File: config.mk
export PLATFORM = sky130hd
export DESIGN_NAME = pick_pair_alu_flat
export DESIGN_NICKNAME = d
export VERILOG_FILES = /design/src/rtl/pick_pair_alu_if.sv /design/src/rtl/pick_pair_alu.sv /design/src/flat_wrapper.sv
export SDC_FILE = /design/constraint.sdc
export NUM_CORES = 1
export LEC_CHECK = 0
export BUFFER_PORTS_ARGS = -buffer_cell sky130_fd_sc_hd__buf_2
export CAP_MARGIN = 5
export CORE_ASPECT_RATIO = 1.5
export CORE_UTILIZATION = 50
export CTS_BUF_LIST = sky130_fd_sc_hd__clkbuf_16
export CTS_CLUSTER_DIAMETER = 80
export CTS_CLUSTER_SIZE = 25
export DETAILED_ROUTE_END_ITERATION = 10
export PLACE_DENSITY = 0.71
export SETUP_SLACK_MARGIN = 0.5
export SLEW_MARGIN = 15
export SYNTH_ARGS = -nofsm -noshare
export SYNTH_HDL_FRONTEND = slang
export SYNTH_SLANG_ARGS = --single-unit
File: constraint.sdc
create_clock -name clk -period 2.5 [get_ports clk]
set_input_delay 0.5 -clock clk [delete_from_list [all_inputs] [get_ports clk]]
set_output_delay 0.5 -clock clk [all_outputs]
set_load 0.1 [all_outputs]
File: src/rtl/pick_pair_alu_if.sv
// -----------------------------------------------------------------------------
// pick_pair_alu_if
// Groups the button-bank / display-side signals of pick_pair_alu.
//   master : drives enable, tick, buttons, op; observes the results
//   slave  : the ALU itself
// Signals:
//   enable   accept picks when high
//   tick     one-cycle debounce sample strobe
//   buttons  raw pushbuttons, active high, one per channel
//   op       00 add, 01 sub (A-B), 10 copy (A<=B), 11 swap
//   values   flattened channel values, channel i on [i*W +: W]
//   armed    operand A is held
//   sel_idx  index of operand A (valid while armed)
//   done     one-cycle write-back pulse
//   flag     carry / borrow of the last operation
//   timeout  one-cycle pulse when an armed selection expires
// -----------------------------------------------------------------------------
interface pick_pair_alu_if #(
    parameter int N = 10,
    parameter int W = 4
);
    logic             enable;
    logic             tick;
    logic [N-1:0]     buttons;
    logic [1:0]       op;
    logic [N*W-1:0]   values;
    logic             armed;
    logic [3:0]       sel_idx;
    logic             done;
    logic             flag;
    logic             timeout;

    modport master (
        output enable, tick, buttons, op,
        input  values, armed, sel_idx, done, flag, timeout
    );

    modport slave (
        input  enable, tick, buttons, op,
        output values, armed, sel_idx, done, flag, timeout
    );
endinterface

File: src/rtl/pick_pair_alu.sv
// -----------------------------------------------------------------------------
// pick_pair_alu
// N channels of W-bit values, each with a debounced pick button. The first
// pick holds operand A, the second pick (a different channel) selects operand
// B and the operation; the result is written back to A's channel (both
// channels for swap). Picking A's channel again cancels the selection.
//
// Ports:
//   clk    system clock
//   rst_n  asynchronous active-low reset
//   bus    pick_pair_alu_if.slave (enable, tick, buttons, op in;
//          values, armed, sel_idx, done, flag, timeout out)
//
// Optional feature: define PICK_PAIR_TIMEOUT_EN to abandon an armed
// selection after TIMEOUT_TICKS ticks without a second pick. Without it the
// timeout output is tied low and no tick counter exists.
// -----------------------------------------------------------------------------
module pick_pair_alu #(
    parameter int N             = 10,
    parameter int W             = 4,
    parameter int DB_SAMPLES    = 3,
    parameter int TIMEOUT_TICKS = 255
) (
    input  logic            clk,
    input  logic            rst_n,
    pick_pair_alu_if.slave  bus
);

    localparam int IW = (N > 1) ? $clog2(N) : 1;

    typedef enum logic [1:0] {
        S_IDLE,
        S_ARMED,
        S_EXEC
    } state_t;

    state_t          state_q, state_d;
    logic [N-1:0]    pick;
    logic            pick_any;
    logic [IW-1:0]   pick_idx;
    logic            cap_a, cap_b, do_wb;

    logic [W-1:0]    vals_q [N];
    logic [W-1:0]    a_q, b_q;
    logic [IW-1:0]   sel_q, idx_b_q;
    logic [1:0]      op_q;
    logic            done_q, flag_q;
    logic [W:0]      sum_w;
    logic [W-1:0]    diff_w;

`ifdef PICK_PAIR_TIMEOUT_EN
    localparam int TW = $clog2(TIMEOUT_TICKS + 1);
    logic [TW-1:0]   tcnt_q;
    logic            timeout_q;
    logic            tmo_hit;
    logic            to_pulse;
`endif

    // -------------------------------------------------------------------------
    // Per-channel debouncer: the level only changes once DB_SAMPLES
    // consecutive tick samples agree; a rising level yields a 1-clk pick.
    // -------------------------------------------------------------------------
    genvar gi;
    generate
        for (gi = 0; gi < N; gi++) begin : g_db
            logic [DB_SAMPLES-1:0] sr_q, sr_d;
            logic [DB_SAMPLES:0]   sr_cat;
            logic                  lvl_q, lvl_d, lvl_prev_q;

            assign sr_cat = {sr_q, bus.buttons[gi]};
            assign sr_d   = sr_cat[DB_SAMPLES-1:0];

            always_comb begin
                lvl_d = lvl_q;
                if (&sr_d)
                    lvl_d = 1'b1;
                else if (~|sr_d)
                    lvl_d = 1'b0;
            end

            always_ff @(posedge clk or negedge rst_n) begin
                if (!rst_n) begin
                    sr_q       <= '0;
                    lvl_q      <= 1'b0;
                    lvl_prev_q <= 1'b0;
                end else begin
                    lvl_prev_q <= lvl_q;
                    if (bus.tick) begin
                        sr_q  <= sr_d;
                        lvl_q <= lvl_d;
                    end
                end
            end

            assign pick[gi] = lvl_q & ~lvl_prev_q;
        end
    endgenerate

    // Lowest index wins when several picks land in the same cycle.
    always_comb begin
        pick_any = |pick;
        pick_idx = '0;
        for (int i = N - 1; i >= 0; i--) begin
            if (pick[i])
                pick_idx = IW'(i);
        end
    end

`ifdef PICK_PAIR_TIMEOUT_EN
    assign tmo_hit = (state_q == S_ARMED) && bus.tick &&
                     (tcnt_q == TW'(TIMEOUT_TICKS - 1));
`endif

    // -------------------------------------------------------------------------
    // Control FSM: next state and strobes.
    // -------------------------------------------------------------------------
    always_comb begin
        state_d = state_q;
        cap_a   = 1'b0;
        cap_b   = 1'b0;
        do_wb   = 1'b0;
`ifdef PICK_PAIR_TIMEOUT_EN
        to_pulse = 1'b0;
`endif
        case (state_q)
            S_IDLE: begin
                if (bus.enable && pick_any) begin
                    state_d = S_ARMED;
                    cap_a   = 1'b1;
                end
            end
            S_ARMED: begin
                if (!bus.enable) begin
                    state_d = S_IDLE;
                end else if (pick_any) begin
                    if (pick_idx == sel_q) begin
                        state_d = S_IDLE;       // same channel again: cancel
                    end else begin
                        state_d = S_EXEC;
                        cap_b   = 1'b1;
                    end
`ifdef PICK_PAIR_TIMEOUT_EN
                end else if (tmo_hit) begin
                    state_d  = S_IDLE;
                    to_pulse = 1'b1;
`endif
                end
            end
            S_EXEC: begin
                // Picks arriving here are dropped on purpose.
                state_d = S_IDLE;
                do_wb   = 1'b1;
            end
            default: state_d = S_IDLE;
        endcase
    end

    assign sum_w  = {1'b0, a_q} + {1'b0, b_q};
    assign diff_w = a_q - b_q;

    // -------------------------------------------------------------------------
    // State, operand capture and write-back.
    // -------------------------------------------------------------------------
    always_ff @(posedge clk or negedge rst_n) begin
        if (!rst_n) begin
            state_q <= S_IDLE;
            a_q     <= '0;
            b_q     <= '0;
            sel_q   <= '0;
            idx_b_q <= '0;
            op_q    <= 2'b00;
            done_q  <= 1'b0;
            flag_q  <= 1'b0;
            for (int i = 0; i < N; i++)
                vals_q[i] <= W'(i);
        end else begin
            state_q <= state_d;
            done_q  <= do_wb;
            if (cap_a) begin
                a_q   <= vals_q[pick_idx];
                sel_q <= pick_idx;
            end
            if (cap_b) begin
                b_q     <= vals_q[pick_idx];
                idx_b_q <= pick_idx;
                op_q    <= bus.op;
            end
            if (do_wb) begin
                case (op_q)
                    2'b00: begin
                        vals_q[sel_q] <= sum_w[W-1:0];
                        flag_q        <= sum_w[W];
                    end
                    2'b01: begin
                        vals_q[sel_q] <= diff_w;
                        flag_q        <= (a_q < b_q);
                    end
                    2'b10: begin
                        vals_q[sel_q] <= b_q;
                        flag_q        <= 1'b0;
                    end
                    default: begin
                        vals_q[sel_q]   <= b_q;
                        vals_q[idx_b_q] <= a_q;
                        flag_q          <= 1'b0;
                    end
                endcase
            end
        end
    end

`ifdef PICK_PAIR_TIMEOUT_EN
    // Counts ticks spent in ARMED; cleared whenever a new A is captured.
    always_ff @(posedge clk or negedge rst_n) begin
        if (!rst_n) begin
            tcnt_q    <= '0;
            timeout_q <= 1'b0;
        end else begin
            timeout_q <= to_pulse;
            if (cap_a)
                tcnt_q <= '0;
            else if ((state_q == S_ARMED) && bus.tick)
                tcnt_q <= tcnt_q + 1'b1;
        end
    end
    assign bus.timeout = timeout_q;
`else
    localparam int unused_timeout_ticks = TIMEOUT_TICKS;
    assign bus.timeout = 1'b0;
`endif

    // A stays held through EXEC, so armed covers both ARMED and EXEC.
    assign bus.armed   = (state_q != S_IDLE);
    assign bus.sel_idx = 4'(sel_q);
    assign bus.done    = done_q;
    assign bus.flag    = flag_q;

    generate
        for (gi = 0; gi < N; gi++) begin : g_out
            assign bus.values[gi*W +: W] = vals_q[gi];
        end
    endgenerate

endmodule
File: src/flat_wrapper.sv
// flat-port wrapper written by rule: the top's interface ports become plain ports
module pick_pair_alu_flat 
#(
    parameter int N             = 10,
    parameter int W             = 4,
    parameter int DB_SAMPLES    = 3,
    parameter int TIMEOUT_TICKS = 255
)
  (clk, rst_n, bus_enable, bus_tick, bus_buttons, bus_op, bus_values, bus_armed, bus_sel_idx, bus_done, bus_flag, bus_timeout);
  pick_pair_alu_if #(.N(N), .W(W)) bus_i ();
  input  logic clk;
  input  logic rst_n;
  input wire logic [$bits(bus_i.enable)-1:0] bus_enable;
  input wire logic [$bits(bus_i.tick)-1:0] bus_tick;
  input wire logic [$bits(bus_i.buttons)-1:0] bus_buttons;
  input wire logic [$bits(bus_i.op)-1:0] bus_op;
  output wire logic [$bits(bus_i.values)-1:0] bus_values;
  output wire logic [$bits(bus_i.armed)-1:0] bus_armed;
  output wire logic [$bits(bus_i.sel_idx)-1:0] bus_sel_idx;
  output wire logic [$bits(bus_i.done)-1:0] bus_done;
  output wire logic [$bits(bus_i.flag)-1:0] bus_flag;
  output wire logic [$bits(bus_i.timeout)-1:0] bus_timeout;
  assign bus_i.enable = bus_enable;
  assign bus_i.tick = bus_tick;
  assign bus_i.buttons = bus_buttons;
  assign bus_i.op = bus_op;
  assign bus_values = bus_i.values;
  assign bus_armed = bus_i.armed;
  assign bus_sel_idx = bus_i.sel_idx;
  assign bus_done = bus_i.done;
  assign bus_flag = bus_i.flag;
  assign bus_timeout = bus_i.timeout;
  pick_pair_alu #(.N(N), .W(W), .DB_SAMPLES(DB_SAMPLES), .TIMEOUT_TICKS(TIMEOUT_TICKS)) u_core (.clk(clk), .rst_n(rst_n), .bus(bus_i));
endmodule
# Yosys cells after proc, flatten, opt, wreduce, memory -nomap -nowiden
# Index checks and enable logic that the tools add are counted.
[totals]
wordCells = 189
register_bits = 102
output_inout_bits = 48
[op_classes]
n_bitwise = 23
addsub = 2
eq_ne = 17
n_reduce_logical = 38
muxes = 55
n_lt_le_gt_ge = 6
[op_table]
columns = ["op", "count"]
rows = [
  ["40-bit bitwise mux", 4],
  ["40-bit one-hot mux with 3 select lines", 1],
  ["4-bit two-way mux", 14],
  ["4-bit demux with 4-bit select", 2],
  ["3-bit AND reduction", 10],
  ["3-bit OR reduction", 10],
  ["1-bit two-way mux", 27],
  ["2-bit by 1-bit != test with 1-bit output, second input constant", 11],
  ["2-bit AND reduction", 11],
  ["4-bit binary-select mux with 4-bit select", 1],
  ["5-bit greater-or-equal comparator, second input constant", 3],
  ["4-bit inverter with 5-bit output", 3],
  ["1-bit AND", 10],
  ["5-bit by 1-bit less-than comparator with 1-bit output, second input constant", 2],
  ["1-bit inverter", 10],
  ["10-bit OR reduction", 1],
  ["2-bit two-way mux", 4],
  ["4-bit by 4-bit adder with 5-bit output", 1],
  ["2-bit by 1-bit equality test with 1-bit output, second input constant", 2],
  ["2-bit equality test, second input constant", 2],
  ["4-bit equality test", 1],
  ["2-bit zero test", 2],
  ["4-bit less-than comparator", 1],
  ["2-bit one-hot mux with 2 select lines", 1],
  ["other kinds (5)", 7],
]

# Logic depth before layout (Yosys ltp)
[depth]
word_depth = 17
ltp_mapped = 13
mapped_depth_nobuf = 11

# Worst setup path before layout
# No wires, ideal clock.
[synth_timing]
kind = "register to register"
startpoint = "reg u_core.b_q[2]"
endpoint = "reg u_core.vals_q, in the netlist u_core.bus.values[19]"
setup_slack_ns = -0.074
arrival_time_ns = 2.431
t_required_ns = 2.357
period_less_slack_ns = 2.574
stages_incl_launch_ff = 11
n_path_buf = 1
setup_ns = 0.143
cell_sequence = "dfrtp_1 clkbuf_1 clkinv_1 ha_1 inv_1 o21a_1 o21ai_0 or3b_2 a32o_1 nand2_1 o221ai_1"
[synth_between]
elab_chain_cells = 3
[synth_rtl]
columns = ["item", "line", "source"]
rows = [
  ["start: declaration", "pick_pair_alu.sv:44", "logic [W-1:0] a_q, b_q;"],
  ["start signal: assignment", "pick_pair_alu.sv:184", "b_q <= vals_q[pick_idx];"],
  ["4-bit subtractor or 4-bit by 4-bit adder with 5-bit output (tied branches)", "pick_pair_alu.sv:159, pick_pair_alu.sv:158", ""],
  ["40-bit bitwise mux (on tied branches)", "pick_pair_alu.sv:195, pick_pair_alu.sv:191", ""],
  ["40-bit one-hot mux with 3 select lines *", "pick_pair_alu.sv:189", "case (op_q)"],
  ["end signal: indexed assignment", "pick_pair_alu.sv:191", "vals_q[sel_q] <= sum_w[W-1:0];"],
  ["end signal: indexed assignment", "pick_pair_alu.sv:195", "vals_q[sel_q] <= diff_w;"],
  ["end signal: indexed assignment", "pick_pair_alu.sv:199", "vals_q[sel_q] <= b_q;"],
  ["end: declaration", "pick_pair_alu.sv:43", "logic [W-1:0] vals_q [N];"],
]
# Every way passes the cells marked *; elsewhere a longest branch is shown, timed or not.
# A chain may end at the register's enable or synchronous reset.

# Worst setup path after layout
[layout_timing]
startpoint = "reg u_core.g_db[6].lvl_q"
endpoint = "reg u_core.idx_b_q[1]"
[layout_between]
elab_chain_cells = 13
[layout_rtl]
columns = ["item", "line", "source"]
rows = [
  ["start: declaration", "pick_pair_alu.sv:68", "logic lvl_q, lvl_d, lvl_prev_q;"],
  ["start signal: assignment", "pick_pair_alu.sv:90", "lvl_q <= lvl_d;"],
  ["1-bit AND *", "pick_pair_alu.sv:95", "assign pick[gi] = lvl_q & ~lvl_prev_q;"],
  ["4-bit two-way mux (7 in a row)", "pick_pair_alu.sv:104", "if (pick[i])"],
  ["4-bit equality test", "pick_pair_alu.sv:136", "if (pick_idx == sel_q) begin"],
  ["1-bit two-way mux", "pick_pair_alu.sv:136", ""],
  ["1-bit two-way mux", "pick_pair_alu.sv:135", "end else if (pick_any) begin"],
  ["1-bit two-way mux", "pick_pair_alu.sv:133", "if (!bus.enable) begin"],
  ["1-bit two-way mux", "pick_pair_alu.sv:125", "case (state_q)"],
  ["end signal: assignment", "pick_pair_alu.sv:185", "idx_b_q <= pick_idx;"],
  ["end: declaration", "pick_pair_alu.sv:45", "logic [IW-1:0] sel_q, idx_b_q;"],
]
# Marked as above.

==> flow_summary.ini <==
[status]
outcome = finished, violations left
violations = design-rule violations

[floorplanning]
die_h_um = 146
ios = 64
rows = 52
core_area_mm2 = 0.0135
initial_core_util_pct = 51.2
die_w_um = 98.1
dieArea_mm2 = 0.0143

[logic_synthesis]
avgSynthCellArea_um2 = 8.36
synth_cells = 829
async_flop_share_pct = 100
ys.flop_type = dfrtp_1
ys_seq_area_share_pct = 37.1
synth_edf_count = 0
syn_area_mm2 = 0.00693
yosysWarnings = 0
ys_ff_latch = 102
syn-num-nets = 855
ys_types = 70

[global_routing]
grt_antenna_before_repair = 0
groute.usage.overall_pct = 36.1
overflow = 0
grt_pass1_vias = 7017
grt_max_degree = 42
grt_pass1_wl_um = 39200

[cells_and_area]
diodes = 0
area_growth_pct = 30.6
drive_above_1_share_pct = 36.8
num-nets-final = 972
fin_area_mm2 = 0.00905

[power_and_ir_drop]
clkPwrFrac_pct = 10.4
power_density_mw_per_mm2 = 1580
p_leak_nw = 3.91
p_comb_share_pct = 67.6
p_int_w = 0.00637
pwr-share-seq_pct = 22.0
switchingPower_w = 0.00792
total_power_w = 0.0143
ir_drop_mv = 0.699
swShare_pct = 55.4

[timing]
fin_crit_sh_pct = 96.0
timing.hold.ws_ns = 0.0904
final-hold-violation-count = 0
rsz0062_at_grt = yes
fmax_mhz = 417
tightest_slew_ns = 0.712
min_period_ns = 2.40
fin_worst_skew_ns = 0.0112
setup_viol = 0
slew_viol_final = 0
slew_headroom_pct = 52.5

[critical_path]
required_ns = 2.75
crit_path_cell_trace = and2b_2 -> nor4_4 -> buf_4 -> nor2b_4 -> xnor2_1 -> and4_1 -> or3_4 -> buf_12 -> mux2_4
critPathMaxStageDelay_ns = 0.39
critical_path.startpoint_type = flop
worstPathArrival_ns = 2.65
r2r-end = u_core.idx_b_q[1]
r2r_start = u_core.g_db[6].lvl_q
setup.worst_path.end_class = flop
crit_fanout = 5
rrSetupSlack_ns = 0.1
reg2reg_depth = 9
cp_slowest_cell = or3_4
worst-setup-path-type = reg2reg

[hold_path]
hp-class = in2async

[route]
drc = 5
totalWireLength_um = 26000
dr.pass1.iters = 11
vias = 7321
drt_iter0_markers = 581
ant_nets = 0
wl_per_cell_um = 23.3
viasPerCell = 6.58

[run]
drv_cap = 0

[clock_tree]
htree_num_levels = 3
tritoncts = built
cts_buffers = 9
path_clk_slew_ns = 0.08
hold_buffers = 0
clock-sinks = 102
clk_latency_ns = 0.36
clk_path_buf_depth = 2
clockRootBuffer = clkbuf_16

[place]
gp_congestion = 1.01
post-dp-hpwl_um = 17700
io_buffers = 62
place_area_mm2 = 0.00773
-- cell type report --
type,count,area (um2)
timing repair buffer,168,1230
multi-input combinational,639,4600
clock buffer,9,225
inverter,26,113
sequential,102,2590
fill,1088,4480
clock inverter,7,86.3
tap,162,203
-- state kept, by name, indices dropped and copies added, names as in the netlist, 2 cells and up --
register / count
u_core.a_q: 4
u_core.b_q: 4
u_core.bus.sel_idx: 4
u_core.bus.values: 40
u_core.g_db.lvl_prev_q: 10
u_core.g_db.lvl_q: 10
u_core.g_db.sr_q: 20
u_core.idx_b_q: 4
u_core.op_q: 2
u_core.state_q: 2
-- per-stage QoR --
stage	TNS, ns	utilization [%]	worst slack [ns]	std cells
after detailed placement	-0.293	57.1	-0.0901	1041
after floorplan	0	-	0.129	829
final	0	66.9	0.0991	1113
after global routing	0	66.9	0.0137	1113
after CTS	0	63.9	0.130	1089
after global placement	-0.0495	57.1	-0.0495	1041
-- kinds of logic (layout without fill, tap and decap cells) --
kind of cell	after synthesis	after routing	share of synthesized area [%]
and+or+nand+nor	299	300	21.2
DFF	102	102	37.1
buffers and inverters	89	210	5.11
adders and majority gates	10	10	2.02
xor gates and xnor gates	5	5	0.632
muxes	52	52	8.27
AOI/OAI and AO/OA	271	271	25.6
other	1	1	0.0541
-- power by group through the flow --
stage | combinational, W | clock, W | sequential (W)
after floorplan | 0.00395 | 0 | 0.00462
after global placement | 0.00763 | 0 | 0.00306
after detailed placement | 0.00776 | 0 | 0.00308
after CTS | 0.00868 | 0.00149 | 0.00308
after global routing | 0.0101 | 0.00154 | 0.00318
final | 0.00966 | 0.00149 | 0.00314
-- repair_timing --
item,in CTS,in global routing
gates resized for setup,90,53
buffers inserted,31,24
pin swaps,30,26
gates cloned,1,0
endpoints found under the setup margin,53,57
-- critical path: cells and delay by family (launching register included) --
kind | cells | cell delay (ns)
muxes | 1 | 0.29
and+or+nand+nor | 5 | 1.15
DFF | 1 | 0.38
buffers and inverters | 2 | 0.34
xor gates and xnor gates | 1 | 0.12
-- synthesized netlist by cell type (3+ instances only) --
cell type	instances	area, um2
nand4_1	13	81.3
nor2b_1	18	113
nor2_1	75	282
a21boi_0	4	30.0
mux2_4	3	45.0
dfrtp_1	87	2180
a211oi_1	10	75.1
and4_1	5	43.8
nand2_1	111	417
inv_1	25	93.8
a2111oi_0	4	35.0
o221a_2	4	45.0
a311o_1	6	60.1
o211ai_1	9	67.6
a31oi_1	17	106
xnor2_1	3	26.3
nand3_1	20	100
o21ba_2	5	50.1
o221ai_1	16	140
o2111a_1	4	45.0
a21o_1	4	30.0
o31ai_1	4	30.0
clkbuf_1	57	214
a311oi_1	3	26.3
dfstp_2	15	394
a21oi_1	73	365
nor3_1	6	30.0
and2_1	6	37.5
o22ai_1	17	106
nand3b_1	6	45.0
o21a_1	5	37.5
nor4_1	3	18.8
nand2b_1	15	93.8
a22oi_1	4	30.0
o22a_1	5	43.8
o21ai_0	67	335
o32a_1	3	30.0
mux2i_1	19	190
mux2_2	30	338
ha_1	8	100
-- metal layers --
metal	share of wire (%)	GRT usage [%]	up-vias
met3	7.8	6.85	124
met5	0	0	-
met2	49	60.0	392
met1	37	42.5	3545
li1	-	-	3260
met4	6.5	23.3	0
-- worst max-delay path by stage --
stage                                     from                end  slack (ns)  cells past startpoint
after floorplan           u_core.g_db[7].lvl_q  u_core.idx_b_q[1]        0.13                      8
after global placement    u_core.g_db[5].lvl_q      u_core.b_q[2]       -0.05                      7
after detailed placement  u_core.g_db[5].lvl_q      u_core.b_q[2]       -0.09                      7
after CTS                 u_core.g_db[6].lvl_q  u_core.idx_b_q[2]        0.13                      8
after global routing      u_core.g_db[6].lvl_q      u_core.b_q[1]        0.01                     10
final                     u_core.g_db[6].lvl_q  u_core.idx_b_q[1]         0.1                      9
-- cells in the final DEF (no fill, tap or decap), types with 20 or more instances in the layout --
master   instances
a21oi_1         65
buf_2           59
buf_4           86
buf_6           20
dfrtp_1         78
mux2_2          26
nand2_1        105
nor2_1          73
o21ai_0         47
(Power assumes the default switching activity.)
